--- src/rtl/operaters_arbiter.sv ---
`default_nettype none
// ============================================================================
//  Module   : operaters_arbiter
//  Purpose  : Shares one DW-bit operator datapath (add/sub/logic/shift)
//             between two requesters. Arbitration is round-robin, requests
//             use valid/ready handshakes, and a single result register
//             supports backpressure. op_cnt counts consumed results (wraps).
//  Ports    : clk, rst            - clock, asynchronous active-high reset
//             reqN_vld/rdy        - request handshake, N = 0,1
//             reqN_op/a/b         - opcode and operands of requester N
//             res_vld/rdy         - result handshake
//             res_id/data/flag    - owner, value, carry/borrow of result
//             op_cnt              - 8-bit completed-operation counter
//  Revision : 1.0 - initial release
// ============================================================================
module operaters_arbiter #(
    parameter int DW = 8
) (
    input  logic          clk,
    input  logic          rst,
    input  logic          req0_vld,
    output logic          req0_rdy,
    input  logic [2:0]    req0_op,
    input  logic [DW-1:0] req0_a,
    input  logic [DW-1:0] req0_b,
    input  logic          req1_vld,
    output logic          req1_rdy,
    input  logic [2:0]    req1_op,
    input  logic [DW-1:0] req1_a,
    input  logic [DW-1:0] req1_b,
    output logic          res_vld,
    input  logic          res_rdy,
    output logic          res_id,
    output logic [DW-1:0] res_data,
    output logic          res_flag,
    output logic [7:0]    op_cnt
);

    typedef enum logic [1:0] {
        ST_IDLE = 2'd0,
        ST_EXEC = 2'd1,
        ST_DONE = 2'd2
    } state_t;

    state_t        r_state;
    logic          r_last;      // requester that owned the last consumed result
    logic [2:0]    r_op;
    logic [DW-1:0] r_a;
    logic [DW-1:0] r_b;
    logic          r_id;
    logic          r_res_vld;
    logic          r_res_id;
    logic [DW-1:0] r_res_data;
    logic          r_res_flag;
    logic [7:0]    r_op_cnt;

    logic          w_grant0;
    logic          w_grant1;
    logic          w_idle;
    logic [DW:0]   w_result;    // MSB carries carry/borrow for add/sub

    // Under contention the requester that did not own the last result wins.
    // r_last resets to 1 so requester 0 wins the first contention.
    assign w_grant0 = req0_vld && (!req1_vld ||  r_last);
    assign w_grant1 = req1_vld && (!req0_vld || !r_last);
    assign w_idle   = (r_state == ST_IDLE);

    assign req0_rdy = w_idle && w_grant0 && !rst;
    assign req1_rdy = w_idle && w_grant1 && !rst;

    assign res_vld  = r_res_vld;
    assign res_id   = r_res_id;
    assign res_data = r_res_data;
    assign res_flag = r_res_flag;
    assign op_cnt   = r_op_cnt;

    always_comb begin
        w_result = '0;
        case (r_op)
            3'b000:  w_result = {1'b0, r_a} + {1'b0, r_b};
            3'b001:  w_result = {1'b0, r_a} - {1'b0, r_b};  // MSB set on borrow
            3'b010:  w_result = {1'b0, r_a & r_b};
            3'b011:  w_result = {1'b0, r_a | r_b};
            3'b100:  w_result = {1'b0, r_a ^ r_b};
            3'b101:  w_result = {1'b0, ~r_a};
            3'b110:  w_result = {1'b0, r_a << r_b[2:0]};
            default: w_result = {1'b0, r_a >> r_b[2:0]};
        endcase
    end

    always_ff @(posedge clk or posedge rst) begin
        if (rst) begin
            r_state    <= ST_IDLE;
            r_last     <= 1'b1;
            r_op       <= 3'b000;
            r_a        <= '0;
            r_b        <= '0;
            r_id       <= 1'b0;
            r_res_vld  <= 1'b0;
            r_res_id   <= 1'b0;
            r_res_data <= '0;
            r_res_flag <= 1'b0;
            r_op_cnt   <= 8'd0;
        end else begin
            case (r_state)
                ST_IDLE: begin
                    // Grants are mutually exclusive, so the handshake is
                    // simply whichever grant is active.
                    if (w_grant0) begin
                        r_op    <= req0_op;
                        r_a     <= req0_a;
                        r_b     <= req0_b;
                        r_id    <= 1'b0;
                        r_state <= ST_EXEC;
                    end else if (w_grant1) begin
                        r_op    <= req1_op;
                        r_a     <= req1_a;
                        r_b     <= req1_b;
                        r_id    <= 1'b1;
                        r_state <= ST_EXEC;
                    end
                end
                ST_EXEC: begin
                    r_res_data <= w_result[DW-1:0];
                    // Only add and sub report a flag.
                    r_res_flag <= (r_op == 3'b000 || r_op == 3'b001) ? w_result[DW] : 1'b0;
                    r_res_id   <= r_id;
                    r_res_vld  <= 1'b1;
                    r_state    <= ST_DONE;
                end
                ST_DONE: begin
                    // Result fields stay put after consumption; only the
                    // valid flag drops.
                    if (res_rdy) begin
                        r_res_vld <= 1'b0;
                        r_last    <= r_res_id;
                        r_op_cnt  <= r_op_cnt + 8'd1;
                        r_state   <= ST_IDLE;
                    end
                end
                default: begin
                    r_state <= ST_IDLE;
                end
            endcase
        end
    end

endmodule
`default_nettype wire

--- config.mk ---
export PLATFORM = sky130hd
export DESIGN_NAME = operaters_arbiter
export DESIGN_NICKNAME = d
export VERILOG_FILES = /design/src/rtl/operaters_arbiter.sv
export SDC_FILE = /design/constraint.sdc
export NUM_CORES = 1
export LEC_CHECK = 0
export ABC_AREA = 1
export ABC_CLOCK_PERIOD_IN_PS = 3550
export CAP_MARGIN = 20
export CORE_ASPECT_RATIO = 1.4
export CORE_MARGIN = 1
export CORE_UTILIZATION = 45
export DETAILED_ROUTE_END_ITERATION = 8
export PLACE_DENSITY = 0.7
export SKIP_LAST_GASP = 1
export SLEW_MARGIN = 20
export SYNTH_ARGS = -nofsm -noshare
export SYNTH_HDL_FRONTEND = slang
export SYNTH_SLANG_ARGS = --single-unit
--- constraint.sdc ---
create_clock -name clk -period 3.55 [get_ports clk]
set_clock_uncertainty 0.15 [all_clocks]
set_input_delay 0.5325 -clock clk [delete_from_list [all_inputs] [get_ports clk]]
set_output_delay 0.5325 -clock clk [all_outputs]
set_load 0.03 [all_outputs]
==> run_results.csv, run 1 <==
group,metric,value,unit
die,dieHeight,105,um
pwr,leakage,2.15,nW
pwr,irDropWorstVdd,0.492,mV
pwr,total_power,4.50,mW
grt,grt_pass1_wl,15.8,mm
yosys,synthAdderAreaFrac,10.4,%
worst_setup_path,critPathTopFamily,"simple AND/OR/NAND/NOR gates",
min_path,hp-class,"flop to flop",
pwr,power_density,1050,nW/um^2
timing,fin_crit,2.80,ns
yosys,synth_top_family_by_area,"simple AND/OR/NAND/NOR gates",
worst_setup_path,cpPeakStageDelay,0.53,ns
timing,rsz0062_at_grt,"no",
clock_network,cts_hold_buf,0,
clock_network,cts_tree,"built",
grt,antenna_found_initial,0,
yosys,synthXorXnorAreaFrac,3.32,%
yosys,synthMuxAreaShare,0.328,%
pwr,share_comb_of_total_power,67.6,%
worst_setup_path,cp_slowest_cell,"dfrtp_1",
pwr,clockPowerShare,10.2,%
clock_network,cts-resized-gates,0,
yosys,ys_seq_area_share,30.7,%
worst_setup_path,crit_buf_inv,4,
final_layout,finalNonFillerCells,666,
yosys,ys_warn_count,0,
clock_network,post-cts-setup-buffers,0,
yosys,netlist_instances,507,
pwr,p_int,2.11,mW
timing,fmax,0.357,GHz
flow_run,drv_cap,0,
worst_setup_path,critical_path_arrival,2.85,ns
timing,setup_ws,0.748,ns
die,die_w,75.8,um
timing,finalCritPeriodShare,78.9,%
timing,holdWs,0.330,ns
clock_network,cts-root-buf,"clkbuf_8",
pwr,p_seq_share,22.2,%
drt,route.detailed.drc,0,
final_layout,antenna-diode-count,0,
drt,top_layer_used,"met4",
clock_network,clk_latency,0.29,ns
yosys,synth_simple_gate_area_share,35.8,%
worst_setup_path,cp_num_cells,17,
drt,drt_iter0_markers,198,
clock_network,cts.sinks,42,
drt,wl_met2,4.77,mm
clock_network,htreeDepth,2,
yosys,yosysUniqueCellTypes,36,
grt,grt.overflow.total,0,
yosys,syn_avg_cell_area,6.77,um^2
final_layout,fill_cells,705,
drt,met3_length,394,um
clock_network,cts.path.max_buffers,2,
worst_setup_path,path_class,"flop to flop",
timing,drv_slew,0,
placement,pre_cts_ws,0.758,ns
worst_setup_path,worstSetupStartpointType,"flop",
worst_setup_path,critPathMaxFanout,13,
yosys,ys_ff_latch,42,
yosys,syn_nets,578,
drt,wl_per_cell,14.3,um
pwr,swShare,53.2,%
placement,dpl.cell_count,658,
final_layout,drive_gt1_share,7.91,%
clock_network,clk_pin_slew,0.09,ns
drt,drtPass1Iterations,5,
die,core-area,7360,um^2
worst_setup_path,end_kind,"flop",
timing,hold_viol,0,
timing,slew_headroom,60.3,%
drt,via_per_inst,5.27,
min_path,hold_path_depth,1,
worst_setup_path,reg2regPathDepth,17,
die,start_util,46.6,%
clock_network,cts_buffers,5,
grt,track_usage,26.1,%
die,fp.dieArea,7990,um^2
placement,gp_congestion,0.945,
yosys,syn-cell-area,3430,um^2
drt,ant_nets,0,
timing,setup_viol,0,
final_layout,syn_to_final_growth,25.2,%
worst_setup_path,crit_chain,"inv_2, ha_1, nand2_1, nor2_1, nand2_1, nand2_1, xor2_1, inv_1, ha_1, nand2_1, inv_1, a21oi_1, nand3_1, nand3_1, nand3_1, nand2_1, inv_1",
worst_setup_path,cp_common_cell,"nand2_1",
placement,port_buffers,63,
timing,finalSetupTns,0,ns
timing,worst_slew_pin_slew,0.595,ns
die,io_pins,64,
placement,dp_hpwl,7.61,mm
drt,wl,9.51,mm
grt,grt_start_max_net_pins,40,
worst_setup_path,required,3.60,ns
drt,drt-met1-wl,3.92,mm
grt,grt_pass1_vias,3413,
final_layout,nets,639,
drt,num_vias,3510,
pwr,p_switching,2.40,mW
yosys,synth_compound_area_share,9.84,%
run_status,outcome,"finished, final reports clean",
die,rows,37,
==> logic make-up after synthesis <==
logic type | count (synthesis)
AND/OR/NAND/NOR | 282
buffers and inverters | 83
AO/OA/AOI/OAI | 58
flip-flops | 42
adder cells (fa/ha/maj) | 28
XOR/XNOR | 13
multiplexers | 1
==> stage by stage <==
step           util, %  instance area, um^2
5_1_grt           58.4                 4300
3_3_place_gp      56.5                 4160
4_1_cts           58.4                 4300
6_report          58.4                 4300
2_1_floorplan        -                 3430
3_5_place_dp      56.5                 4160
==> synthesized netlist by cell type <==
cell type,count,area [um^2]
ha_1,27,338
and2_1,2,12.5
nor3_1,6,30.0
nand3_2,2,20.0
o21a_1,1,7.51
nor2_4,4,45.0
nor2_2,1,6.26
xnor2_1,3,26.3
nand2_1,135,507
or2_0,1,6.26
buf_2,7,35.0
clkbuf_1,8,30.0
a31oi_1,21,131
o22ai_1,1,6.26
nand3_1,52,260
xor2_1,10,87.6
inv_4,1,6.26
fa_1,1,20.0
inv_2,15,56.3
buf_6,1,11.3
o31ai_1,1,7.51
or2_2,4,25.0
nor2_1,61,229
mux2_2,1,11.3
o21ai_1,12,60.1
nor4_1,1,6.26
and3_1,2,12.5
or2_1,1,6.26
o211ai_1,5,37.5
nand4_1,10,62.6
a21o_1,1,7.51
dfrtp_1,41,1030
a21oi_1,12,60.1
inv_1,51,191
o21ai_0,4,20.0
dfstp_2,1,26.3
==> layer usage <==
| layer | global-route usage [%] | up-vias |
|---|---|---|
| li1 | - | 1771 |
| met2 | 44.9 | 118 |
| met5 | 0 | - |
| met1 | 30.2 | 1592 |
| met4 | 12.2 | 0 |
| met3 | 4.49 | 29 |
==> cell usage in the layout (no fill, tap or decap), types with 2 or more instances in the layout <==
master	count
nand2_1	135
clkdlybuf4s50_1	62
nor2_1	61
nand3_1	52
inv_1	51
dfrtp_1	41
ha_1	27
a31oi_1	21
inv_2	15
o21ai_1	12
a21oi_1	12
nand4_1	10
xor2_1	10
buf_4	8
nor3_1	6
o211ai_1	5
clkbuf_8	5
nor2_4	4
or2_2	4
o21ai_0	4
xnor2_1	3
nand3_2	2
and3_1	2
and2_1	2
bufinv_16	2
==> sequential cells by signal, indices dropped and copies added (netlist names) <==
name / cells
res_data: 8
res_vld: 1
r_b: 8
r_a: 8
r_op: 3
r_id: 1
res_id: 1
res_flag: 1
r_state: 2
r_last: 1
op_cnt: 8
==> final cells by class <==
| type | instances | area (um^2) | area share [%] |
|---|---|---|---|
| inverter | 67 | 254 | 5.91 |
| tap | 97 | 121 | 2.83 |
| multi-input combinational | 382 | 2050 | 47.7 |
| clock inverter | 3 | 68.8 | 1.60 |
| clock buffer | 5 | 68.8 | 1.60 |
| timing repair buffer | 70 | 681 | 15.8 |
| sequential | 42 | 1050 | 24.5 |
==> worst reg2reg max path, stage by stage (launching register included) <==
cell	delay, ns
dfrtp_1	0.53
inv_2	0.24
ha_1	0.21
nand2_1	0.08
nor2_1	0.12
nand2_1	0.07
nand2_1	0.08
xor2_1	0.15
inv_1	0.06
ha_1	0.34
nand2_1	0.11
inv_1	0.04
a21oi_1	0.19
nand3_1	0.10
nand3_1	0.09
nand3_1	0.07
nand2_1	0.06
inv_1	0.04
==> final timing paths <==
| kind | from | endpoint | slack (ns) |
|---|---|---|---|
| min in group asynchronous | rst | res_vld | 0.51 |
| setup reg to reg | r_b[0] | res_data[7] | 0.75 |
| hold reg to reg | op_cnt[7] | op_cnt[7] | 0.33 |
| hold / removal | op_cnt[7] | op_cnt[7] | 0.33 |
| setup / recovery | r_b[0] | res_data[7] | 0.75 |
| max in group asynchronous | rst | r_b[4] | 1.95 |
==> power by group through the flow <==
stage,registers [mW],logic [mW],clock network [mW]
floorplan,1.06,2.09,0
global placement,1.00,2.98,0
detailed placement,1.01,3.02,0
CTS,1.00,3.03,0.468
global route,1.04,3.45,0.488
finish,1.00,3.05,0.457
Note: power is estimated with default switching activity, not from simulation.
==> run 2: changes to the inputs <==
--- a/config.mk
+++ b/config.mk
@@ -6,7 +6,7 @@
 export NUM_CORES = 1
 export LEC_CHECK = 0
 export ABC_AREA = 1
-export ABC_CLOCK_PERIOD_IN_PS = 3550
+export ABC_CLOCK_PERIOD_IN_PS = 2750
 export CAP_MARGIN = 20
 export CORE_ASPECT_RATIO = 1.4
 export CORE_MARGIN = 1
==> constraint.sdc (replaced) <==
create_clock -name clk -period 2.75 [get_ports clk]
set_clock_uncertainty 0.15 [all_clocks]
set_input_delay 0.4125 -clock clk [delete_from_list [all_inputs] [get_ports clk]]
set_output_delay 0.4125 -clock clk [all_outputs]
set_load 0.03 [all_outputs]
==> run_results.csv, run 2 (same netlist as run 1, synthesis figures left out) <==
group,metric,value,unit
run_status,outcome,"finished, final reports clean",
final_layout,nets,647,
clock_network,clk_latency,0.30,ns
worst_setup_path,critical_path_arrival,2.66,ns
final_layout,stdcell_area,4360,um^2
timing,setup_ws,0.143,ns
placement,gp_congestion,0.968,
drt,wl,10.0,mm
final_layout,final_core_util,59.2,%
drt,via_per_inst,5.10,
placement,pre_cts_ws,0.0448,ns
clock_network,cts_hold_buf,0,
timing,holdWs,0.335,ns
worst_setup_path,cpPeakStageDelay,0.39,ns
min_path,hp-class,"flop to flop",
worst_setup_path,crit_start,"r_b[2]",
final_layout,antenna-diode-count,0,
grt,track_usage,27.4,%
worst_setup_path,r2r_start,"r_b[2]",
worst_setup_path,critPathTopFamily,"simple AND/OR/NAND/NOR gates",
die,start_util,46.6,%
timing,worst_slew_pin_slew,0.587,ns
final_layout,drive_gt1_share,9.88,%
die,die_w,75.8,um
flow_run,drv_cap,0,
timing,fin_crit,2.61,ns
grt,grt_pass1_wl,16.4,mm
drt,num_vias,3439,
grt,grt_start_max_net_pins,40,
grt,antenna_found_initial,0,
grt,grt_use_met3,3.92,%
timing,fmax,0.384,GHz
worst_setup_path,cp_slowest_cell,"dfrtp_1",
worst_setup_path,worstSetupStartpointType,"flop",
drt,drtPass1Iterations,4,
placement,dpl.cell_count,666,
clock_network,clk_pin_slew,0.09,ns
timing,finalSetupTns,0,ns
grt,grt_pass1_vias,3454,
grt,use_met2,45.8,%
worst_setup_path,required,2.81,ns
worst_setup_path,crit_chain,"inv_2, nand2_1, nor3_2, or2_1, xor2_1, inv_1, ha_1, nand2_1, nor2_1, nand2_1, nand2_1, nand2_1, nand3_1, nand3_1, nand2_1, inv_1",
die,core-area,7360,um^2
worst_setup_path,end_kind,"flop",
final_layout,syn_to_final_growth,27.0,%
drt,drt_iter0_markers,280,
clock_network,cts-root-buf,"clkbuf_8",
final_layout,final_common_cell,"nand2_1",
timing,drv_slew,0,
clock_network,post-cts-setup-buffers,0,
clock_network,cts_buffers,5,
worst_setup_path,crit_buf_inv,3,
clock_network,htreeDepth,2,
die,fp.dieArea,7990,um^2
timing,setup_viol,0,
placement,dp_hpwl,8.06,mm
pwr,total_power,5.88,mW
grt,top_usage_layer,"met2",
die,io_pins,64,
worst_setup_path,cp_common_cell,"nand2_1",
final_layout,fill_cells,733,
final_layout,finalNonFillerCells,674,
worst_setup_path,regToRegSetupSlack,0.14,ns
min_path,hold_start,"res_vld",
worst_setup_path,critPathMaxFanout,9,
die,rows,37,
placement,place_area,4220,um^2
clock_network,cts.sinks,42,
grt,grt.overflow.total,0,
pwr,irDropWorstVdd,0.622,mV
pwr,power_density,1350,nW/um^2
clock_network,cts.path.max_buffers,2,
timing,hold_viol,0,
drt,route.detailed.drc,0,
grt,grt_use_met1,31.9,%
worst_setup_path,path_class,"flop to flop",
timing,finalCritPeriodShare,94.8,%
timing,slew_headroom,60.8,%
clock_network,cts_tree,"built",
drt,wl_per_cell,14.9,um
placement,port_buffers,63,
die,dieHeight,105,um
final_layout,layout_common_cells,"nand2_1, clkdlybuf4s50_1, nor2_1",
drt,ant_nets,0,
pwr,leakage,2.18,nW
==> run 2: timing repair <==
action                                 in CTS  in global routing
endpoints found under the hold margin       0                  0
gates resized for setup                     0                  6
setup endpoints to repair                   0                  3
==> run 2: per-layer routing <==
metal	wire length [um]	part of all wire (%)
met5	0	0
met2	5020	50
met4	532	5.3
met3	342	3.4
met1	4150	41
==> run 2: power breakdown <==
| part | internal, mW | leakage [nW] | switching, mW |
|---|---|---|---|
| clock network | 0.271 | 0.0514 | 0.223 |
| logic | 1.54 | 1.63 | 2.57 |
| registers | 0.908 | 0.493 | 0.364 |
==> run 2: final cells by class <==
cell class,count,area (um^2),share of cell area (%)
multi-input combinational,382,2080,47.7
sequential,42,1050,24.1
timing repair buffer,78,741,17.0
inverter,67,254,5.83
clock buffer,6,72.6,1.66
tap,97,121,2.78
clock inverter,2,37.5,0.861
==> run 2: final timing paths <==
path                          endpoint  cells after the start
min                            res_vld                      2
min reg2reg                    res_vld                      2
max in group asynchronous      r_op[2]                      3
max reg2reg                res_data[7]                     16
max                        res_data[7]                     16
min in group asynchronous   r_state[1]                      3
==> run 2: worst min-delay path: stages, from the launching register on <==
cell	delay (ns)
dfrtp_1	0.35
nand2_1	0.05
nand2_1	0.05
==> run 3: changes to the inputs <==
--- a/config.mk
+++ b/config.mk
@@ -11,6 +11,7 @@
 export CORE_ASPECT_RATIO = 1.4
 export CORE_MARGIN = 1
 export CORE_UTILIZATION = 45
+export CTS_CLUSTER_SIZE = 14
 export DETAILED_ROUTE_END_ITERATION = 8
 export PLACE_DENSITY = 0.7
 export SKIP_LAST_GASP = 1
==> results of run 3 <==
Same layout as run 2: the final DEF is identical, and so are final timing and power.
